`src/rtl/spi_ioexp_regfile_if.sv`:
```
// SPI serial bus between an external master and the I/O expander slave.
interface spi_ioexp_regfile_if;
    logic ce_n;
    logic sin;
    logic sout;

    modport master (output ce_n, output sin, input sout);
    modport slave  (input ce_n, input sin, output sout);
endinterface

```
`src/rtl/spi_ioexp_regfile.sv`:
```
// SPI I/O expander register file: command byte, auto-incrementing bursts, per-frame input snapshot.
// Optional build macro IOEXP_POLARITY_EN adds an RW POL register that inverts sampled inputs.
module spi_ioexp_regfile #(
    parameter int unsigned NIN       = 3,
    parameter int unsigned NOUT      = 7,
    parameter logic [7:0]  RESET_OUT = 8'h00,
    parameter logic [7:0]  ID_VALUE  = 8'hA5
) (
    input  logic                sclk,
    input  logic                reset,
    spi_ioexp_regfile_if.slave  bus,
    input  logic [NIN-1:0]      inputs,
    output logic [NOUT-1:0]     outputs,
    output logic                busy
);

    typedef enum logic [1:0] {IDLE = 2'd0, CMD = 2'd1, DATA = 2'd2} state_t;

    localparam logic [2:0] ADDR_OUT     = 3'd0;
    localparam logic [2:0] ADDR_IN      = 3'd1;
    localparam logic [2:0] ADDR_POL     = 3'd2;
    localparam logic [2:0] ADDR_SCRATCH = 3'd3;
    localparam logic [2:0] ADDR_ID      = 3'd4;

    state_t         state_q, state_d;
    logic [2:0]     cnt_q, cnt_d;
    logic [2:0]     addr_q, addr_d;
    logic [6:0]     shift_q, shift_d;
    logic [7:0]     tx_q, tx_d;
    logic [7:0]     out_q, out_d;
    logic [7:0]     scratch_q, scratch_d;
    logic [NIN-1:0] snap_q, snap_d;
    logic           rw_q, rw_d;
    logic           busy_q, busy_d;
    logic [7:0]     pol_val;
    logic [NIN-1:0] snap_src;

`ifdef IOEXP_POLARITY_EN
    logic [7:0]     pol_q, pol_d;
    assign pol_val  = pol_q;
    assign snap_src = inputs ^ pol_q[NIN-1:0];
`else
    assign pol_val  = 8'h00;
    assign snap_src = inputs;
`endif

    logic [7:0] wdata;
    logic [2:0] cmd_addr;
    logic [2:0] addr_inc;
    logic [2:0] cnt_inc;
    logic [7:0] rd_cmd;
    logic [7:0] rd_next;

    assign wdata    = {shift_q, bus.sin};
    assign cmd_addr = {shift_q[1:0], bus.sin};
    assign addr_inc = 3'(addr_q + 3'd1);
    assign cnt_inc  = 3'(cnt_q + 3'd1);

    function automatic logic [7:0] reg_read(input logic [2:0] a, input logic [7:0] o,
                                            input logic [7:0] in8, input logic [7:0] po,
                                            input logic [7:0] sc);
        logic [7:0] r;
        r = 8'h00;
        case (a)
            ADDR_OUT:     r = o;
            ADDR_IN:      r = in8;
            ADDR_POL:     r = po;
            ADDR_SCRATCH: r = sc;
            ADDR_ID:      r = ID_VALUE;
            default:      r = 8'h00;
        endcase
        return r;
    endfunction

    assign rd_cmd  = reg_read(cmd_addr, out_q, 8'(snap_q), pol_val, scratch_q);
    assign rd_next = reg_read(addr_inc, out_q, 8'(snap_q), pol_val, scratch_q);

    // State register
    always_ff @(posedge sclk) begin
        if (reset) state_q <= IDLE;
        else       state_q <= state_d;
    end

    // Next-state logic; deasserted chip enable aborts from anywhere
    always_comb begin
        state_d = state_q;
        if (bus.ce_n) begin
            state_d = IDLE;
        end else begin
            case (state_q)
                IDLE:    state_d = CMD;
                CMD:     if (cnt_q == 3'd7) state_d = DATA;
                DATA:    state_d = DATA;
                default: state_d = IDLE;
            endcase
        end
    end

    // Datapath and register-file next values
    always_comb begin
        cnt_d     = cnt_q;
        addr_d    = addr_q;
        shift_d   = shift_q;
        tx_d      = tx_q;
        out_d     = out_q;
        scratch_d = scratch_q;
        snap_d    = snap_q;
        rw_d      = rw_q;
`ifdef IOEXP_POLARITY_EN
        pol_d     = pol_q;
`endif
        busy_d    = (state_d != IDLE);

        if (bus.ce_n) begin
            cnt_d   = 3'd0;
            shift_d = 7'd0;
            tx_d    = 8'h00;
        end else begin
            shift_d = {shift_q[5:0], bus.sin};
            case (state_q)
                IDLE: begin
                    cnt_d  = 3'd1;
                    snap_d = snap_src;
                    tx_d   = 8'h00;
                end
                CMD: begin
                    cnt_d = cnt_inc;
                    tx_d  = 8'h00;
                    if (cnt_q == 3'd7) begin
                        rw_d   = shift_q[6];
                        addr_d = cmd_addr;
                        cnt_d  = 3'd0;
                        // Preload the first read byte so its MSB is on sout next cycle
                        tx_d   = shift_q[6] ? 8'h00 : rd_cmd;
                    end
                end
                DATA: begin
                    cnt_d = cnt_inc;
                    if (rw_q) begin
                        tx_d = 8'h00;
                        if (cnt_q == 3'd7) begin
                            case (addr_q)
                                ADDR_OUT:     out_d     = wdata;
`ifdef IOEXP_POLARITY_EN
                                ADDR_POL:     pol_d     = wdata;
`endif
                                ADDR_SCRATCH: scratch_d = wdata;
                                default:      ;
                            endcase
                            addr_d = addr_inc;
                        end
                    end else begin
                        tx_d = {tx_q[6:0], 1'b0};
                        if (cnt_q == 3'd7) begin
                            addr_d = addr_inc;
                            tx_d   = rd_next;
                        end
                    end
                end
                default: begin
                    cnt_d = 3'd0;
                    tx_d  = 8'h00;
                end
            endcase
        end
    end

    always_ff @(posedge sclk) begin
        if (reset) begin
            cnt_q     <= 3'd0;
            addr_q    <= 3'd0;
            shift_q   <= 7'd0;
            tx_q      <= 8'h00;
            out_q     <= RESET_OUT;
            scratch_q <= 8'h00;
            snap_q    <= '0;
            rw_q      <= 1'b0;
            busy_q    <= 1'b0;
`ifdef IOEXP_POLARITY_EN
            pol_q     <= 8'h00;
`endif
        end else begin
            cnt_q     <= cnt_d;
            addr_q    <= addr_d;
            shift_q   <= shift_d;
            tx_q      <= tx_d;
            out_q     <= out_d;
            scratch_q <= scratch_d;
            snap_q    <= snap_d;
            rw_q      <= rw_d;
            busy_q    <= busy_d;
`ifdef IOEXP_POLARITY_EN
            pol_q     <= pol_d;
`endif
        end
    end

    assign bus.sout = tx_q[7];
    assign outputs  = out_q[NOUT-1:0];
    assign busy     = busy_q;

endmodule

```
`src/flat_wrapper.sv`:
```
// flat-port wrapper written by rule: the top's interface ports become plain ports
module spi_ioexp_regfile_flat 
#(
    parameter int unsigned NIN       = 3,
    parameter int unsigned NOUT      = 7,
    parameter logic [7:0]  RESET_OUT = 8'h00,
    parameter logic [7:0]  ID_VALUE  = 8'hA5
)
  (sclk, reset, inputs, outputs, busy, bus_ce_n, bus_sin, bus_sout);
  spi_ioexp_regfile_if bus_i ();
  input  logic sclk;
  input  logic reset;
  input  logic [NIN-1:0] inputs;
  output logic [NOUT-1:0] outputs;
  output logic busy;
  input wire logic [$bits(bus_i.ce_n)-1:0] bus_ce_n;
  input wire logic [$bits(bus_i.sin)-1:0] bus_sin;
  output wire logic [$bits(bus_i.sout)-1:0] bus_sout;
  assign bus_i.ce_n = bus_ce_n;
  assign bus_i.sin = bus_sin;
  assign bus_sout = bus_i.sout;
  spi_ioexp_regfile #(.NIN(NIN), .NOUT(NOUT), .RESET_OUT(RESET_OUT), .ID_VALUE(ID_VALUE)) u_core (.sclk(sclk), .reset(reset), .bus(bus_i), .inputs(inputs), .outputs(outputs), .busy(busy));
endmodule
```
`config.mk`:
```
export PLATFORM = sky130hd
export DESIGN_NAME = spi_ioexp_regfile_flat
export DESIGN_NICKNAME = d
export VERILOG_FILES = /design/src/rtl/spi_ioexp_regfile_if.sv /design/src/rtl/spi_ioexp_regfile.sv /design/src/flat_wrapper.sv
export SDC_FILE = /design/constraint.sdc
export NUM_CORES = 1
export LEC_CHECK = 0
export CAP_MARGIN = 20
export CORE_MARGIN = 2
export CORE_UTILIZATION = 25
export DETAILED_ROUTE_END_ITERATION = 6
export SYNTH_ARGS = -nofsm -noshare
export SYNTH_HDL_FRONTEND = slang
export SYNTH_SLANG_ARGS = --single-unit
```
`constraint.sdc`:
```
create_clock -name sclk -period 2.15 [get_ports sclk]
set_input_delay 0.43 -clock sclk [delete_from_list [all_inputs] [get_ports sclk]]
set_output_delay 0.43 -clock sclk [all_outputs]
set_load 0.1 [all_outputs]
```
==> flow_summary.toml <==
[logic_synthesis]
avgSynthCellArea_um2 = 9.61
netlist_instances = 225
synth-main-ff-cell = "dfxtp_1"
yosysWarnings = 0
synth-seq-cells = 44
mappedNetlistArea_mm2 = 0.00216
synth_edf_count = 0
synth_nets = 243
synth.distinct_cells = 39
synth-seq-area-share_pct = 40.7
ys_async_sr_fraction_pct = 0

[drt]
wl_met1_um = 2300
vias = 1610
wl_met2_um = 2060
drc_errors = 0
viasPerCell = 4.69
routed_wirelength_um = 4630
drtPass1Iterations = 4
ant_nets = 0
highest_layer = "met4"
drt_iter0_drc = 78
wl_per_cell_um = 13.5
wl_met3_um = 145

[pwr]
power.leakage_nw = 0.984
p_per_area_mw_per_mm2 = 587
irDropWorstVdd_v = 0.000242

[floorplanning]
die_w_um = 97.0
core_mm2 = 0.00830
start_util_pct = 26.1
core.rowCount = 33
io_pins = 16
die_h_um = 97.0
die_area_mm2 = 0.00941

[timing]
rsz0062_at_grt = "false"
whs_ns = 0.430
fmax_mhz = 526
period_share_pct = 88.4
finalMaxSlewViolations = 0
maxSlewHeadroom_pct = 66.0
setup_viol = 0
worstMarginPinSlew_ns = 0.509
period_needed_ns = 1.90
finClkSkew_ns = 0.0107
fin_tns_setup_ns = 0
hold_viol = 0

[setup_path]
end_kind = "flop"
cp-startpoint = "u_core.addr_q[0]"
rr_startpoint = "u_core.addr_q[0]"
cp-start-kind = "flop"
max_stage_delay_ns = 0.49
worst_path_most_repeated_cell = "ha_1"
critPathMaxFanout = 11
r2r_cells = 7
crit_type = "flop to flop"
critPathRequiredTime_ns = 2.38
crit_path_top_delay_cell = "ha_1"
endpoint = "u_core.tx_q[2]"
reg2reg_to = "u_core.tx_q[2]"
reg2reg_slack_ns = 0.25
worstPathCellList = "ha_1, ha_1, nor2_1, nor3b_1, buf_4, a22oi_1, a21oi_1"
worstPathArrival_ns = 2.13

[layout]
area_growth_pct = 14.4
fin_nets = 255
final_common_cell = "dfxtp_1"
fillers = 864
drive_gt1_share_pct = 15.1
num_antenna_cells = 0
final_cell_mix = "44 x dfxtp_1, 34 x nor2_1, 26 x mux2i_1, 17 x buf_4, 11 x ha_1"

[clock_network]
clk_latency_ns = 0.29
cts_max_level = 2
cts_tree = "built"
cts.path.max_buffers = 2
clock_sinks = 44
ctsHoldBuffers = 0
post-cts-setup-buffers = 0
root_buffer = "clkbuf_8"
numCtsBuffers = 5
cts_resized = 0
clk_pin_slew_ns = 0.08

[placed_design]
placement.io_buffers = 15
gp_congestion = 0.776
hpwl_um = 3400

[run]
maxCapViolCount = 0

[global_routing]
grt_start_max_net_pins = 24
grtUsageTotal_pct = 9.99
antenna_found_initial = 0
grt_pass1_vias = 1569
gr-total-overflow = 0
grt_pass1_wl_um = 7620

[hold_path]
min_path_type = "flop to flop"

[run_status]
outcome = "complete, no violations"
routing by layer:
layer	vias up	track usage (%)
li1	808	-
met1	761	12.9
met2	29	15.8
met3	12	2.46
met4	0	4.44
met5	-	0
worst min-delay path by stage:
stage | start | end | slack, ns | cells after the start
4_1_cts | u_core.tx_q[1] | u_core.tx_q[2] | 0.43 | 2
5_1_grt | u_core.tx_q[1] | u_core.tx_q[2] | 0.47 | 2
6_report | u_core.tx_q[1] | u_core.tx_q[2] | 0.43 | 2
3_5_place_dp | u_core.tx_q[1] | u_core.tx_q[2] | 0.43 | 2
3_3_place_gp | u_core.tx_q[1] | u_core.tx_q[2] | 0.43 | 2
2_1_floorplan | u_core.tx_q[1] | u_core.tx_q[2] | 0.42 | 2
synthesized netlist by cell type, types with 2 or more instances:
master | n | area [um2]
a21boi_0 | 2 | 15.0
a21oi_1 | 10 | 50.1
a22o_1 | 7 | 61.3
a22oi_1 | 10 | 75.1
a32o_1 | 2 | 20.0
and2_1 | 8 | 50.1
and3b_1 | 2 | 17.5
buf_2 | 4 | 20.0
buf_4 | 8 | 60.1
clkbuf_1 | 6 | 22.5
dfxtp_1 | 44 | 881
ha_1 | 11 | 138
inv_1 | 6 | 22.5
mux2i_1 | 26 | 260
nand2_1 | 6 | 22.5
nand2b_1 | 5 | 31.3
nor2_1 | 34 | 128
nor2b_1 | 5 | 31.3
nor3_1 | 2 | 10.0
nor3b_1 | 2 | 15.0
nor3b_2 | 2 | 25.0
o2bb2ai_1 | 2 | 17.5
or2_2 | 5 | 31.3
cells by family (layout without fill, tap and decap cells):
group | after synthesis | after routing | share of synthesized area, %
simple gates | 77 | 77 | 19.3
flops | 44 | 44 | 40.7
compound gates | 42 | 42 | 15.3
mux | 27 | 27 | 12.6
buf+inv | 24 | 37 | 5.79
fa+ha+maj | 11 | 11 | 6.37
power by group:
| part | switching (mW) | leakage [nW] | internal, mW | total, mW |
|---|---|---|---|---|
| Combinational | 0.0485 | 0.584 | 0.0396 | 0.0880 |
| Sequential | 0.00996 | 0.356 | 0.822 | 0.832 |
| Clock | 0.269 | 0.0445 | 0.261 | 0.530 |
cell type report:
class / count / area [um2] / share of cell area [%]
Inverter: 6 / 22.5 / 0.911
Clock inverter: 1 / 7.51 / 0.304
Sequential cell: 44 / 881 / 35.6
Multi-Input combinational cell: 157 / 1160 / 46.8
Tap cell: 105 / 131 / 5.31
Timing Repair Buffer: 23 / 188 / 7.59
Clock buffer: 7 / 86.3 / 3.49
state kept, by name, summed over array words and instances, names as in the netlist:
signal,cells
u_core.snap_q,3
u_core.rw_q,1
u_core.addr_q,3
u_core.state_q,2
u_core.busy,1
u_core.cnt_q,3
u_core.tx_q,8
u_core.shift_q,7
u_core.scratch_q,8
u_core.out_q,8
metrics by stage:
stage               instance area [um2]  util [%]  worst slack, ns  std cells  power (mW)
floorplan                          2160         -            0.436        225       0.903
global placement                   2380      28.7            0.225        335       0.938
finish                             2470      29.8            0.250        343        1.45
global route                       2470      29.8            0.111        343        1.51
detailed placement                 2380      28.7            0.227        335       0.940
CTS                                2470      29.8            0.271        343        1.47
critical path: cells and delay by family, from the launching register on:
| family | cells | cell delay (ns) |
|---|---|---|
| fa+ha+maj | 2 | 0.72 |
| simple gates | 2 | 0.28 |
| buf+inv | 1 | 0.17 |
| compound gates | 2 | 0.30 |
| flops | 1 | 0.37 |
Power figures use the tool's default switching activity.
